**config.mk**
```make
export PLATFORM = sky130hd
export DESIGN_NAME = insn_fetch_stage_flat
export DESIGN_NICKNAME = d
export VERILOG_FILES = /design/src/rtl/insn_fetch_stage_pkg.sv /design/src/rtl/insn_fetch_stage_if.sv /design/src/rtl/insn_fetch_stage_if_id_register.sv /design/src/rtl/insn_fetch_stage.sv /design/src/flat_wrapper.sv
export SDC_FILE = /design/constraint.sdc
export NUM_CORES = 1
export LEC_CHECK = 0
export ABC_AREA = 1
export BUFFER_PORTS_ARGS = -buffer_cell sky130_fd_sc_hd__buf_4
export CORE_MARGIN = 1
export CORE_UTILIZATION = 50
export CTS_CLUSTER_DIAMETER = 100
export DETAILED_ROUTE_END_ITERATION = 8
export GPL_ROUTABILITY_DRIVEN = 0
export PLACE_DENSITY = 0.89
export SLEW_MARGIN = 20
export SYNTH_ARGS = -nofsm -noshare
export SYNTH_HDL_FRONTEND = slang
export SYNTH_SLANG_ARGS = --single-unit
```
**constraint.sdc**
```tcl
create_clock -name clk -period 5.55 [get_ports clk]
set_input_delay 0.2775 -clock clk [delete_from_list [all_inputs] [get_ports clk]]
set_output_delay 0.2775 -clock clk [all_outputs]
set_load 0.01 [all_outputs]
```
**src/rtl/insn_fetch_stage_pkg.sv**
```systemverilog
// Shared types and constants for the instruction-fetch stage: address path type,
// NOP encoding, PC increment and the FILL/RUN fetch state.
package insn_fetch_stage_pkg;

    typedef logic [31:0] insn_addr_t;

    localparam logic [31:0] INSN_NOP     = 32'h0000_0000;
    localparam logic [31:0] PC_INCREMENT = 32'd4;

    typedef enum logic [0:0] {
        FETCH_STATE_FILL = 1'b0,
        FETCH_STATE_RUN  = 1'b1
    } fetch_state_e;

    // Instruction addresses are word aligned; the two low bits are dropped.
    function automatic insn_addr_t word_align(input insn_addr_t addr);
        return {addr[31:2], 2'b00};
    endfunction

endpackage

```
**src/rtl/insn_fetch_stage_if.sv**
```systemverilog
// Fetch-stage bundle: hazard/redirect controls in, instruction-memory port and
// IF/ID outputs toward the decoder.
interface insn_fetch_stage_if;
    import insn_fetch_stage_pkg::*;

    logic       stall;
    logic       redirect;
    insn_addr_t redirectTarget;
    insn_addr_t imemAddr;
    logic [31:0] imemInsn;
    logic [31:0] ifidInsn;
    insn_addr_t ifidPC;
    insn_addr_t ifidPCPlus4;
    logic       ifidValid;

    modport master (
        output stall, redirect, redirectTarget, imemInsn,
        input  imemAddr, ifidInsn, ifidPC, ifidPCPlus4, ifidValid
    );

    modport slave (
        input  stall, redirect, redirectTarget, imemInsn,
        output imemAddr, ifidInsn, ifidPC, ifidPCPlus4, ifidValid
    );

endinterface

```
**src/rtl/insn_fetch_stage_if_id_register.sv**
```systemverilog
// IF/ID pipeline register: load a fetched instruction, insert a bubble, or hold.
// Bubble clears insn/valid but keeps the previous pc fields.
module if_id_register
    import insn_fetch_stage_pkg::*;
#(
    parameter logic [31:0] RESET_PC = 32'h0000_0000
) (
    input  logic        clk,
    input  logic        rst,
    input  logic        load_i,
    input  logic        bubble_i,
    input  logic [31:0] insn_i,
    input  insn_addr_t  pc_i,
    input  insn_addr_t  pc_plus4_i,
    output logic [31:0] insn_o,
    output insn_addr_t  pc_o,
    output insn_addr_t  pc_plus4_o,
    output logic        valid_o
);

    logic [31:0] insn_q, insn_d;
    insn_addr_t  pc_q, pc_d;
    insn_addr_t  pc_plus4_q, pc_plus4_d;
    logic        valid_q, valid_d;

    // Bubble has priority over load; neither means hold.
    always_comb begin
        insn_d     = insn_q;
        pc_d       = pc_q;
        pc_plus4_d = pc_plus4_q;
        valid_d    = valid_q;
        if (bubble_i) begin
            insn_d  = INSN_NOP;
            valid_d = 1'b0;
        end else if (load_i) begin
            insn_d     = insn_i;
            pc_d       = pc_i;
            pc_plus4_d = pc_plus4_i;
            valid_d    = 1'b1;
        end else begin
            valid_d = valid_q;
        end
    end

    // Field registers with asynchronous reset.
    always_ff @(posedge clk or posedge rst) begin
        if (rst) begin
            insn_q     <= INSN_NOP;
            pc_q       <= RESET_PC;
            pc_plus4_q <= RESET_PC + PC_INCREMENT;
            valid_q    <= 1'b0;
        end else begin
            insn_q     <= insn_d;
            pc_q       <= pc_d;
            pc_plus4_q <= pc_plus4_d;
            valid_q    <= valid_d;
        end
    end

    assign insn_o     = insn_q;
    assign pc_o       = pc_q;
    assign pc_plus4_o = pc_plus4_q;
    assign valid_o    = valid_q;

endmodule

```
**src/rtl/insn_fetch_stage.sv**
```systemverilog
// Instruction-fetch stage: PC, next-PC selection, FILL/RUN sequencing covering the
// one-cycle memory latency, and the IF/ID register feeding the decoder.
module insn_fetch_stage
    import insn_fetch_stage_pkg::*;
#(
    parameter logic [31:0] RESET_PC = 32'h0000_0000
) (
    input  logic                 clk,
    input  logic                 rst,
    insn_fetch_stage_if.slave    fif
);

    insn_addr_t   pc_q, pc_d;
    fetch_state_e state_q, state_d;
    logic         load_s;
    logic         bubble_s;

    // Next-PC and IF/ID control; pc_q always names the word now on imemInsn.
    always_comb begin
        pc_d     = pc_q + PC_INCREMENT;
        state_d  = state_q;
        load_s   = 1'b0;
        bubble_s = 1'b0;
        if (fif.redirect) begin
            pc_d     = word_align(fif.redirectTarget);
            state_d  = FETCH_STATE_RUN;
            bubble_s = 1'b1;
        end else if (state_q == FETCH_STATE_FILL) begin
            pc_d     = pc_q;
            state_d  = FETCH_STATE_RUN;
            bubble_s = 1'b1;
        end else if (fif.stall) begin
            pc_d = pc_q;
        end else begin
            load_s = 1'b1;
        end
    end

    // PC and fetch-state registers.
    always_ff @(posedge clk or posedge rst) begin
        if (rst) begin
            pc_q    <= RESET_PC;
            state_q <= FETCH_STATE_FILL;
        end else begin
            pc_q    <= pc_d;
            state_q <= state_d;
        end
    end

    assign fif.imemAddr = pc_d;

    if_id_register #(
        .RESET_PC (RESET_PC)
    ) u_if_id (
        .clk        (clk),
        .rst        (rst),
        .load_i     (load_s),
        .bubble_i   (bubble_s),
        .insn_i     (fif.imemInsn),
        .pc_i       (pc_q),
        .pc_plus4_i (pc_q + PC_INCREMENT),
        .insn_o     (fif.ifidInsn),
        .pc_o       (fif.ifidPC),
        .pc_plus4_o (fif.ifidPCPlus4),
        .valid_o    (fif.ifidValid)
    );

endmodule

```
**src/flat_wrapper.sv**
```systemverilog
// flat-port wrapper written by rule: the top's interface ports become plain ports
module insn_fetch_stage_flat import insn_fetch_stage_pkg::*;
#(
    parameter logic [31:0] RESET_PC = 32'h0000_0000
)
  (clk, rst, fif_stall, fif_redirect, fif_redirectTarget, fif_imemInsn, fif_imemAddr, fif_ifidInsn, fif_ifidPC, fif_ifidPCPlus4, fif_ifidValid);
  insn_fetch_stage_if fif_i ();
  input  logic clk;
  input  logic rst;
  input wire logic [$bits(fif_i.stall)-1:0] fif_stall;
  input wire logic [$bits(fif_i.redirect)-1:0] fif_redirect;
  input wire logic [$bits(fif_i.redirectTarget)-1:0] fif_redirectTarget;
  input wire logic [$bits(fif_i.imemInsn)-1:0] fif_imemInsn;
  output wire logic [$bits(fif_i.imemAddr)-1:0] fif_imemAddr;
  output wire logic [$bits(fif_i.ifidInsn)-1:0] fif_ifidInsn;
  output wire logic [$bits(fif_i.ifidPC)-1:0] fif_ifidPC;
  output wire logic [$bits(fif_i.ifidPCPlus4)-1:0] fif_ifidPCPlus4;
  output wire logic [$bits(fif_i.ifidValid)-1:0] fif_ifidValid;
  assign fif_i.stall = fif_stall;
  assign fif_i.redirect = fif_redirect;
  assign fif_i.redirectTarget = fif_redirectTarget;
  assign fif_i.imemInsn = fif_imemInsn;
  assign fif_imemAddr = fif_i.imemAddr;
  assign fif_ifidInsn = fif_i.ifidInsn;
  assign fif_ifidPC = fif_i.ifidPC;
  assign fif_ifidPCPlus4 = fif_i.ifidPCPlus4;
  assign fif_ifidValid = fif_i.ifidValid;
  insn_fetch_stage #(.RESET_PC(RESET_PC)) u_core (.clk(clk), .rst(rst), .fif(fif_i));
endmodule
```
==> run metrics, run 1 <==
cell row count 38; Core Box Area 11,030 um^2; CP startpoint u_core.state_q$_DFF_PP0_; DIE AREA 11,940 um^2; vias per cell 5.062; Final min period 2.979 ns; Syn Area/Cell 7.928 um^2; IO buf count 194; hpwl dp 11,110 um; Initial Util 52.18%; leakage power 4.135 nW; # diodes 0; Slew Viols, Final 0; largest family of logic cells by synthesized area simple AND/OR/NAND/NOR gates; Via Count about 5,400; number of synthesized flops with an enable pin 0; Die H 109.3 um; critical path startpoint category flip-flop; HP Class input pin to flip-flop; DRT Wirelength 15,930 um; worst endpoint data arrival time approximately 2.7 ns; Placement Setup Slack 2.759 ns; vias in the first global route 5,277; Reg-to-Reg Start u_core.state_q$_DFF_PP0_; Power Dens Cells 336.3 nW/um^2; status finished clean; Compound-Gate Fraction of Synth Area about 9%; CTS tree yes; Async S/R FF share, synth 100.0%; post-synthesis cell type count 27; die width 109.3 um; Crit Path Max Fanout 21; Hold Path Origin fif_imemInsn[2]; CTS root buf clkbuf_16; filler cell count 863; layout cells sized above 1 26.59%; DR pass1 iterations 5; most common cell after layout, fill and taps aside nand2_1; first-pass GRT wire length 25,520 um; CTS HTree Levels 4; largest net degree at the start of global routing 76; total clock sinks 128; Final #Nets 985; Post-Syn Area 5756 um^2; # IOs 197; GRT Total Usage 28.27%; CP Data Required Time 5.27 ns; placed cells approximately 1,000; Simple-Gate Fraction of Synth Area 26.43%; Routed Antenna Nets 0; Mapped Cells between 700 and 800; sequential area share after synthesis 55.67%; Final WS setup about 2.6 ns; max cap viols 0; FMAX 0.3356 GHz; Critical Path End Type output pin; most common flop cell mapped by yosys dfrtp_1; multiplexer share of the synthesized area 0%; met3 usage 8.536%; total grt overflow 0; post-synthesis register bit count 128; DRC Markers 0; drt initial violations 437; most frequent cells in the layout nand2_1 (292), buf_4 (197), dfrtp_1 (127), inv_1 (86), o21ai_0 (78); Mapped Nets between 700 and 800; non-filler instance count after layout 1,069; Final Hold Fails 0; unrepaired setup endpoints after global routing false; final setup fails 0; Worst Max-Slew Pin Slew 0.9362 ns; Worst VDD drop 0.0001804 V; initial antenna violation count 0; met2 usage a little under half; Num CTS Buffers 17; mean routed wirelength per cell between 10 and 15 um; XOR/XNOR Fraction of Synth Area less than 1%; Slew headroom approximately 38%; Post-Synth Adder-Cell Area 0.2174%; postcts setup bufs 0; WS Path Type flip-flop to output pin; GR peak layer met2; clk_skew ~0.0094 ns; P&R area growth vs syn 36.54%; fin crit share 53.68%; clk_lat worst skew about 0.41 ns; met1 usage between 30% and 40%; Clock Path Buffers 2; Clock Pin Slew Worst Setup and Hold Paths 0.06 ns; TNS Setup 0 ns; warning count from the yosys run 0
registers in the layout, summed over array words and instances (netlist names):
| signal | flops |
|---|---|
| u_core.pc_q | 32 |
| u_core.u_if_id.pc_plus4_o | 30 |
| u_core.u_if_id.valid_o | 1 |
| u_core.u_if_id.pc_o | 32 |
| u_core.state_q | 1 |
| u_core.u_if_id.insn_o | 32 |
cell type report:
| type | instances | area (um^2) | area share (%) |
|---|---|---|---|
| Multi-Input combinational cell | 482 | 2108 | 26.83 |
| Sequential cell | 128 | 3204 | 40.77 |
| Timing Repair Buffer | 198 | 1489 | 18.95 |
| Clock buffer | 18 | 439.2 | 5.588 |
| Tap cell | 140 | 175.2 | 2.229 |
| Inverter | 89 | 336.6 | 4.283 |
| Clock inverter | 14 | 106.4 | 1.353 |
power breakdown:
part	internal, mW	switching, mW	total (mW)
logic	0.230	0.261	0.491
clock network	0.587	0.437	1.02
registers	1.05	0.0824	1.13
logic make-up after synthesis:
group                      after synthesis
xor gates and xnor gates                 6
and+or+nand+nor                        379
AOI/OAI and AO/OA                       95
other                                    1
adders and majority gates                1
DFF                                    128
buffers and inverters                  116
cells in the mapped netlist (all sizes together), types with 4 or more instances:
cell type / n / area [um^2]
dfrtp: 127 / 3178
o211ai: 6 / 45.04
a22o: 4 / 35.03
a21oi: 5 / 25.02
xor2: 6 / 52.55
clkbuf: 16 / 60.06
o21ai: 79 / 395.4
nand2: 296 / 1126
nand3: 30 / 150.1
inv: 88 / 330.3
nor2: 51 / 231.5
buf: 11 / 58.80
worst paths after layout:
| check | end | slack (ns) | cells past startpoint |
|---|---|---|---|
| hold / removal | u_core.u_if_id.insn_o[2]$_DFFE_PP0P_ | 0.07 | 3 |
| setup reg to reg | u_core.pc_q[15]$_DFF_PP0_ | 3.29 | 6 |
| max in group asynchronous | u_core.u_if_id.pc_o[2]$_DFFE_PP0P_ | 3.64 | 4 |
| hold reg to reg | u_core.u_if_id.pc_plus4_o[2]$_DFFE_PP1P_ | 0.46 | 2 |
| min in group asynchronous | u_core.u_if_id.pc_plus4_o[16]$_DFFE_PP0P_ | 0.52 | 3 |
| setup / recovery | fif_imemAddr[15] | 2.57 | 7 |
worst max-delay path, cell delays in order, from the launching register on:
cell and delay, ns:
dfrtp_1 0.37, nand2_1 0.12, nand2_1 0.59, clkinv_1 0.59
a22o_1 0.33, inv_1 0.05, nand2_1 0.08, buf_4 0.16
routing by layer:
metal	share of wire (%)	wire, um
met4	2.8	452
met5	0	0
met3	8.6	1365
met2	46	7404
met1	42	6707
through the flow:
step           hold slack [ns]  utilization, %  area, um^2  power (mW)
2_1_floorplan           0.3985               -        5756       1.356
3_3_place_gp            0.4155           66.16        7298       1.617
3_5_place_dp            0.4212           66.16        7298       1.632
4_1_cts                0.06347           71.20        7854       2.651
5_1_grt                0.06672           71.25        7859       2.764
6_report               0.07027           71.25        7859       2.643
repair_timing:
item | 4_1_cts | 5_1_grt
hold buffers | 1 | 0
hold endpoints to repair | 23 | 0
gates resized for setup | 0 | 0
(Power assumes the default switching activity.)
==> run 2, diff against run 1 <==
ABC_AREA = 0   (was 1)
clock period = 3 ns   (was 5.55 ns; I/O delays follow)
==> run 2 against run 1 <==
  * Routed wire length is 14% higher
  * Sequential power is 86% higher
  * Via count is 1.1% lower
  * Critical path depth is 1 higher
  * Synthesized area is 0.76% lower
  * Largest power group unchanged
==> run metrics, run 2 <==
status finished clean; most frequent cell after synthesis nand2_1; vias per cell 5.536 (+9.4%); most common flop cell mapped by yosys dfrtp_1; Worst Max-Slew Pin Slew 0.8181 ns (-0.1181 ns); Final WS setup 0.1376 ns (-2.433 ns); CTS tree yes; post-synthesis cell type count 40 (+48%); R2R depth 7 (+1); cells along the critical path ha_1, nand4_1, nor3_4, buf_4, nand4_1, xor2_1, o21ai_0, buf_4; Core Box Area 10,980 um^2 (-0.43%); WS Path Type flip-flop to output pin; Num CTS Buffers 17 (unchanged); cell row count 38 (unchanged); first-pass GRT wire length 27,900 um (+9.3%); Yosys top cell by area dfrtp_1; Critical Path End Type output pin; Syn Area/Cell 9.916 um^2 (+25%); CP Data Required Time 2.85 ns (-2.42 ns); IO buf count 194 (unchanged); Final Total Pwr 4.906 mW (+86%); DRC Markers 0 (unchanged); critical path startpoint category flip-flop; TNS Setup 0 ns (unchanged); HP Class input pin to flip-flop; hpwl dp 10,940 um (-1.6%); clk_skew 0.01650 ns (+0.007118 ns); vias in the first global route 5,386 (+2.1%); total clock sinks 128 (unchanged); sequential area share after synthesis 56.10% (+0.43 points); largest net degree at the start of global routing 57 (-25%); FMAX 0.3494 GHz; max cap viols 0 (unchanged); CTS root buf clkbuf_16; number of synthesized flops with an enable pin 0 (unchanged); leakage power 4.099 nW (-0.87%); Final min period 2.862 ns; # diodes 0 (unchanged); CP max-delay cell dfrtp_1; filler cell count 667 (-23%); utilization after layout 76.21% (+5.0 points); Mapped Nets 645 (-19%); Via Count 5,353 (-1.1%); final instance area 8371 um^2 (+6.5%); fin crit share 95.41%; DIE AREA 11,850 um^2 (-0.75%); Mapped Cells 576 (-21%); final setup fails 0 (unchanged); Final Hold Fails 0 (unchanged); Placed Area 7254 um^2 (-0.60%); worst endpoint data arrival time 2.71 ns (about the same); most common cell after layout, fill and taps aside buf_4; Power Dens Cells 586.2 nW/um^2 (+74%); initial antenna violation count 0 (unchanged); mean routed wirelength per cell 18.80 um (+26%); most frequent cells in the layout buf_4 (213), nand2_1 (168), dfrtp_1 (127), dlygate4sd3_1 (52), xor2_1 (41); critical path's largest stage delay 0.41 ns (-0.18 ns); leading post-synthesis cells by cell area dfrtp_1 (56%), nand2_1 (11%), xor2_1 (6.3%); Async S/R FF share, synth 100.0% (unchanged); CTS HTree Levels 4 (unchanged); Die H 108.9 um (-0.38%); Crit Path Max Fanout 7 (-67%); Initial Util 52.01% (-0.17 points); P&R area growth vs syn 46.55%; Placement Setup Slack 0.5572 ns (-2.202 ns); GRT Total Usage 32.02% (+3.7 points); DR pass1 iterations 5 (unchanged); layout cells sized above 1 32.04% (+5.5 points); clk_lat worst skew 0.43 ns (+0.02 ns); Yosys top cell area share 55.64% (+0.42 points); Post-Syn Area 5712 um^2 (-0.76%); Hold Path Depth 3 (unchanged); Slew Viols, Final 0 (unchanged); Routed Antenna Nets 0 (unchanged); non-filler instance count after layout 967 (-9.5%); area of the multi-input gates 2293 um^2 (+8.8%); total grt overflow 0 (unchanged); post-synthesis register bit count 128 (unchanged); drt initial violations 370 (-15%); Slew headroom 45.35% (+7.8 points); Worst VDD drop 0.0004291 V (+140%); die width 108.9 um (-0.38%); Clock Pin Slew Worst Setup and Hold Paths 0.06 ns (about the same); DRT Wirelength 18,180 um (+14%); Final #Nets 883 (-10%); FF+latch area 3204 um^2 (unchanged); placed cells 876 (-15%); # IOs 197 (unchanged); warning count from the yosys run 0 (unchanged); Clock Path Buffers 2 (unchanged); Hold WS 0.01055 ns (-0.05972 ns); Commonest cells post-synth nand2_1 (168), dfrtp_1 (127), xor2_1 (41)
run 2: changes by cell type after synthesis, sizes merged, moves of 6 or more:
cell | previous run | this run
buf | 11 | 18
o211ai | 6 | 0
xnor2 | 0 | 15
a22o | 4 | 34
xor2 | 6 | 41
nand2 | 296 | 168
nand4 | 1 | 19
inv | 88 | 3
nor2 | 51 | 11
clkbuf | 16 | 29
o21ai | 79 | 60
nand3 | 30 | 21
run 2: routing by layer:
metal / share of wire [%] / GRT usage [%] / up-vias / wire length, um
met3: 7.8 / 9.564 / 61 / 1410
li1: - / - / 2400 / -
met4: 4.2 / 17.66 / 0 / 756
met5: 0 / 0 / - / 0
met2: 50 / 52.65 / 302 / 9065
met1: 38 / 37.45 / 2590 / 6952
run 2: path summary, 6_finish.rpt:
path,end,slack [ns],startpoint
min in group asynchronous,u_core.u_if_id.pc_o[2]$_DFFE_PP0P_,0.48,rst
min,u_core.pc_q[14]$_DFF_PP0_,0.01,fif_redirectTarget[14]
max in group asynchronous,u_core.u_if_id.pc_plus4_o[7]$_DFFE_PP0P_,1.54,rst
min reg2reg,u_core.u_if_id.pc_plus4_o[10]$_DFFE_PP0P_,0.48,u_core.u_if_id.pc_plus4_o[10]$_DFFE_PP0P_
max,fif_imemAddr[30],0.14,u_core.pc_q[2]$_DFF_PP0_
max reg2reg,u_core.pc_q[30]$_DFF_PP0_,0.77,u_core.pc_q[2]$_DFF_PP0_
run 2: area by class of cell:
cell class | instances | share of cell area (%)
clock buffers | 19 | 5.411
inverters | 3 | 0.1794
clock inverters | 13 | 1.076
well taps | 140 | 2.093
repair buffers | 266 | 25.56
flip-flops and latches | 128 | 38.28
multi-input cells | 398 | 27.40
run 2: report_power, final:
part	internal (mW)	switching (mW)	total, mW
Combinational	0.463	0.458	0.921
Clock	1.09	0.788	1.88
Sequential	1.92	0.180	2.10
run 2: kinds of logic (layout without fill, tap and decap cells):
logic type	after synthesis	after routing	synth area share [%]
other	1	1	0.06565
buffers and inverters	50	301	4.009
muxes	1	1	0.1753
AOI/OAI and AO/OA	94	94	10.87
and+or+nand+nor	245	245	19.98
xor gates and xnor gates	56	56	8.587
DFF	128	128	56.10
adders and majority gates	1	1	0.2190
run 2: critical path, delay by kind of cell, from the launching register on:
kind | cells | cell delay [ns]
simple gates | 3 | 0.73
flops | 1 | 0.41
buf+inv | 2 | 0.38
compound gates | 1 | 0.31
fa+ha+maj | 1 | 0.25
xor+xnor | 1 | 0.20
run 2: what timing repair did:
| item | 4_1_cts | 5_1_grt |
|---|---|---|
| hold buffers | 51 | 1 |
| endpoints found under the setup margin | 0 | 9 |
| hold endpoints to repair | 83 | 1 |
| buffers inserted | 0 | 7 |
| resized for setup | 0 | 0 |
==> run 3, diff against run 2 <==
SETUP_SLACK_MARGIN = 0.2   (was unset)
==> run 3 against run 2 <==
  * Power hardly changed
  * Die area stayed put
  * First-iteration DRC count is 12% higher
  * Clock skew is 0.0055 ns lower
  * Largest cell class unchanged
==> run metrics, run 3 (same netlist as run 2, synthesis figures left out) <==
most frequent cells in the layout buf_4 (214), nand2_1 (168), dfrtp_1 (127), dlygate4sd3_1 (52), xor2_1 (41); status finished clean; vias per cell 5.516 (-0.36%); Final min period 2.806 ns (-0.05614 ns); Int Pwr 3.482 mW (about the same); R2R depth 5 (-2); DRT Wirelength 18,230 um (+0.25%); FMAX 0.3563 GHz (+2.0%); max cap viols 0 (unchanged); CP max-delay cell dfrtp_1; area of the multi-input gates 2317 um^2 (+1.0%); Final WS setup 0.1937 ns (+0.05614 ns); RR Endpoint u_core.u_if_id.pc_plus4_o[29]$_DFFE_PP0P_; Reg power frac 42.8% (about the same); Routed Antenna Nets 0 (unchanged); critical path's largest stage delay 0.57 ns (+0.16 ns); DRC Markers 0 (unchanged); CP Data Required Time 2.85 ns (about the same); Slew Viols, Final 0 (unchanged); Reg-to-Reg Start u_core.state_q$_DFF_PP0_; cells along the critical path nand4_1, nor2_1, nand4_1, xor2_1, o21ai_0, buf_4; final setup fails 0 (unchanged); family with the most delay on the worst path simple AND/OR/NAND/NOR gates; Hold Path Depth 3 (unchanged); DIE AREA 11,850 um^2 (unchanged); net load switching power 1.426 mW (about the same); non-filler instance count after layout 969 (+0.21%); total clock sinks 128 (unchanged); Num CTS Buffers 17 (unchanged); WS Path Type flip-flop to output pin; mean routed wirelength per cell 18.81 um (about the same); hpwl dp 10,940 um (unchanged); FF+latch area 3204 um^2 (unchanged); Hold Path End u_core.pc_q[14]$_DFF_PP0_; Worst Max-Slew Pin Slew 0.8118 ns (-0.006263 ns); Via Count 5,345 (-0.15%); first-pass GRT wire length 27,990 um (+0.35%); Most common cell on crit path nand4_1; leakage power 4.123 nW (+0.58%); HP Class input pin to flip-flop; vias in the first global route 5,402 (+0.30%); Sw Share 29.06% (about the same); IO buf count 194 (unchanged); Placement Setup Slack 0.5572 ns (unchanged); Die H 108.9 um (unchanged); worst endpoint data arrival time 2.66 ns (-0.05 ns); CTS root buf clkbuf_16; # IOs 197 (unchanged); Initial Util 52.01% (unchanged); placed cells 876 (unchanged); Hold Path Origin fif_redirectTarget[14]; total grt overflow 0 (unchanged); die width 108.9 um (unchanged); Final Hold Fails 0 (unchanged); unrepaired setup endpoints after global routing true; Critical Path End Type output pin; layout cells sized above 1 32.57% (+0.53 points); Power Dens Cells 582.7 nW/um^2 (-0.59%); Clock power frac 38.4% (about the same); filler cell count 662 (-0.75%); CP startpoint u_core.pc_q[21]$_DFF_PP0_; P&R area growth vs syn 47.45%; clk_skew 0.01101 ns (-0.005488 ns); largest net degree at the start of global routing 57 (unchanged); Worst VDD drop 0.0004304 V (+0.29%); combinational power share 18.8% (about the same); initial antenna violation count 0 (unchanged); Crit Path Max Fanout 9 (+2); GRT Total Usage 32.13% (+0.10 points); DR pass1 iterations 5 (unchanged); Core Box Area 10,980 um^2 (unchanged); Clock Pin Slew Worst Setup and Hold Paths 0.06 ns (about the same); flop-to-flop setup slack 0.81 ns (+0.04 ns); # diodes 0 (unchanged); Final #Nets 885 (+0.23%); CTS tree yes; cell row count 38 (unchanged); critical path startpoint category flip-flop; Slew headroom 45.76% (+0.42 points); clk_lat worst skew 0.42 ns (about the same); fin crit share 93.54% (-1.9 points); Clock Path Buffers 2 (unchanged); worst path bufs/invs 1 (-1); most common cell after layout, fill and taps aside buf_4; drt initial violations 414 (+12%); CTS HTree Levels 4 (unchanged); TNS Setup 0 ns (unchanged); Hold WS 0.008370 ns (-0.002178 ns)
run 3: changes by cell type in the layout (fill, tap and decap cells not counted):
cell    delta
buf_12     +1
buf_4      +1
nor2_1     -1
nor2_2     +1
nor4_1     -2
nor4_2     +1
nor4_4     +1
run 3: per-layer routing:
metal,GRT usage [%],up-vias,routed length (um)
met5,0,-,0
met4,17.66,0,737
met3,9.623,69,1451
met2,53.01,289,9113
met1,37.41,2578,6926
li1,-,2409,-
run 3: timing repair:
action / CTS / global route
buffers inserted: 2 / 7
endpoints found under the setup margin: 7 / 19
pin swaps: 1 / 3
hold buffers: 51 / 1
resized for setup: 0 / 4
hold endpoints to repair: 83 / 1
run 3: how the worst max path moves through the flow:
stage	to	slack, ns	depth (start not counted)
finish	fif_imemAddr[30]	0.19	6
global route	fif_imemAddr[30]	0.12	6
CTS	fif_imemAddr[30]	0.21	8
detailed placement	fif_imemAddr[30]	0.56	7
global placement	fif_imemAddr[30]	0.64	7
floorplan	fif_imemAddr[30]	1.05	6
run 3: per-stage QoR:
step	area, um^2	power [mW]	utilization, %
2_1_floorplan	5715	2.484	-
3_3_place_gp	7254	2.932	66.05
3_5_place_dp	7254	2.971	66.05
4_1_cts	8335	4.888	75.89
5_1_grt	8422	5.102	76.68
6_report	8422	4.908	76.68
run 3: final cells by class:
type	count	area share [%]
Sequential cell	128	38.05
Multi-Input combinational cell	398	27.51
Timing Repair Buffer	268	25.73
Clock buffer	19	5.378
Tap cell	140	2.080
Clock inverter	13	1.070
Inverter	3	0.1783
run 3: worst reg2reg max path: cells and delay by family, from the launching register on:
family                 cells  cell delay, ns
AND/OR/NAND/NOR            3            1.20
flip-flops                 1            0.38
buffers and inverters      1            0.38
AO/OA/AOI/OAI              1            0.09
run 3: power groups by stage:
stage	clock (mW)	sequential (mW)	combinational, mW
final	1.88	2.10	0.923
after global routing	1.97	2.12	1.00
after CTS	1.89	2.09	0.907
after detailed placement	0	2.12	0.849
after global placement	0	2.11	0.822
after floorplan	0	2.13	0.350
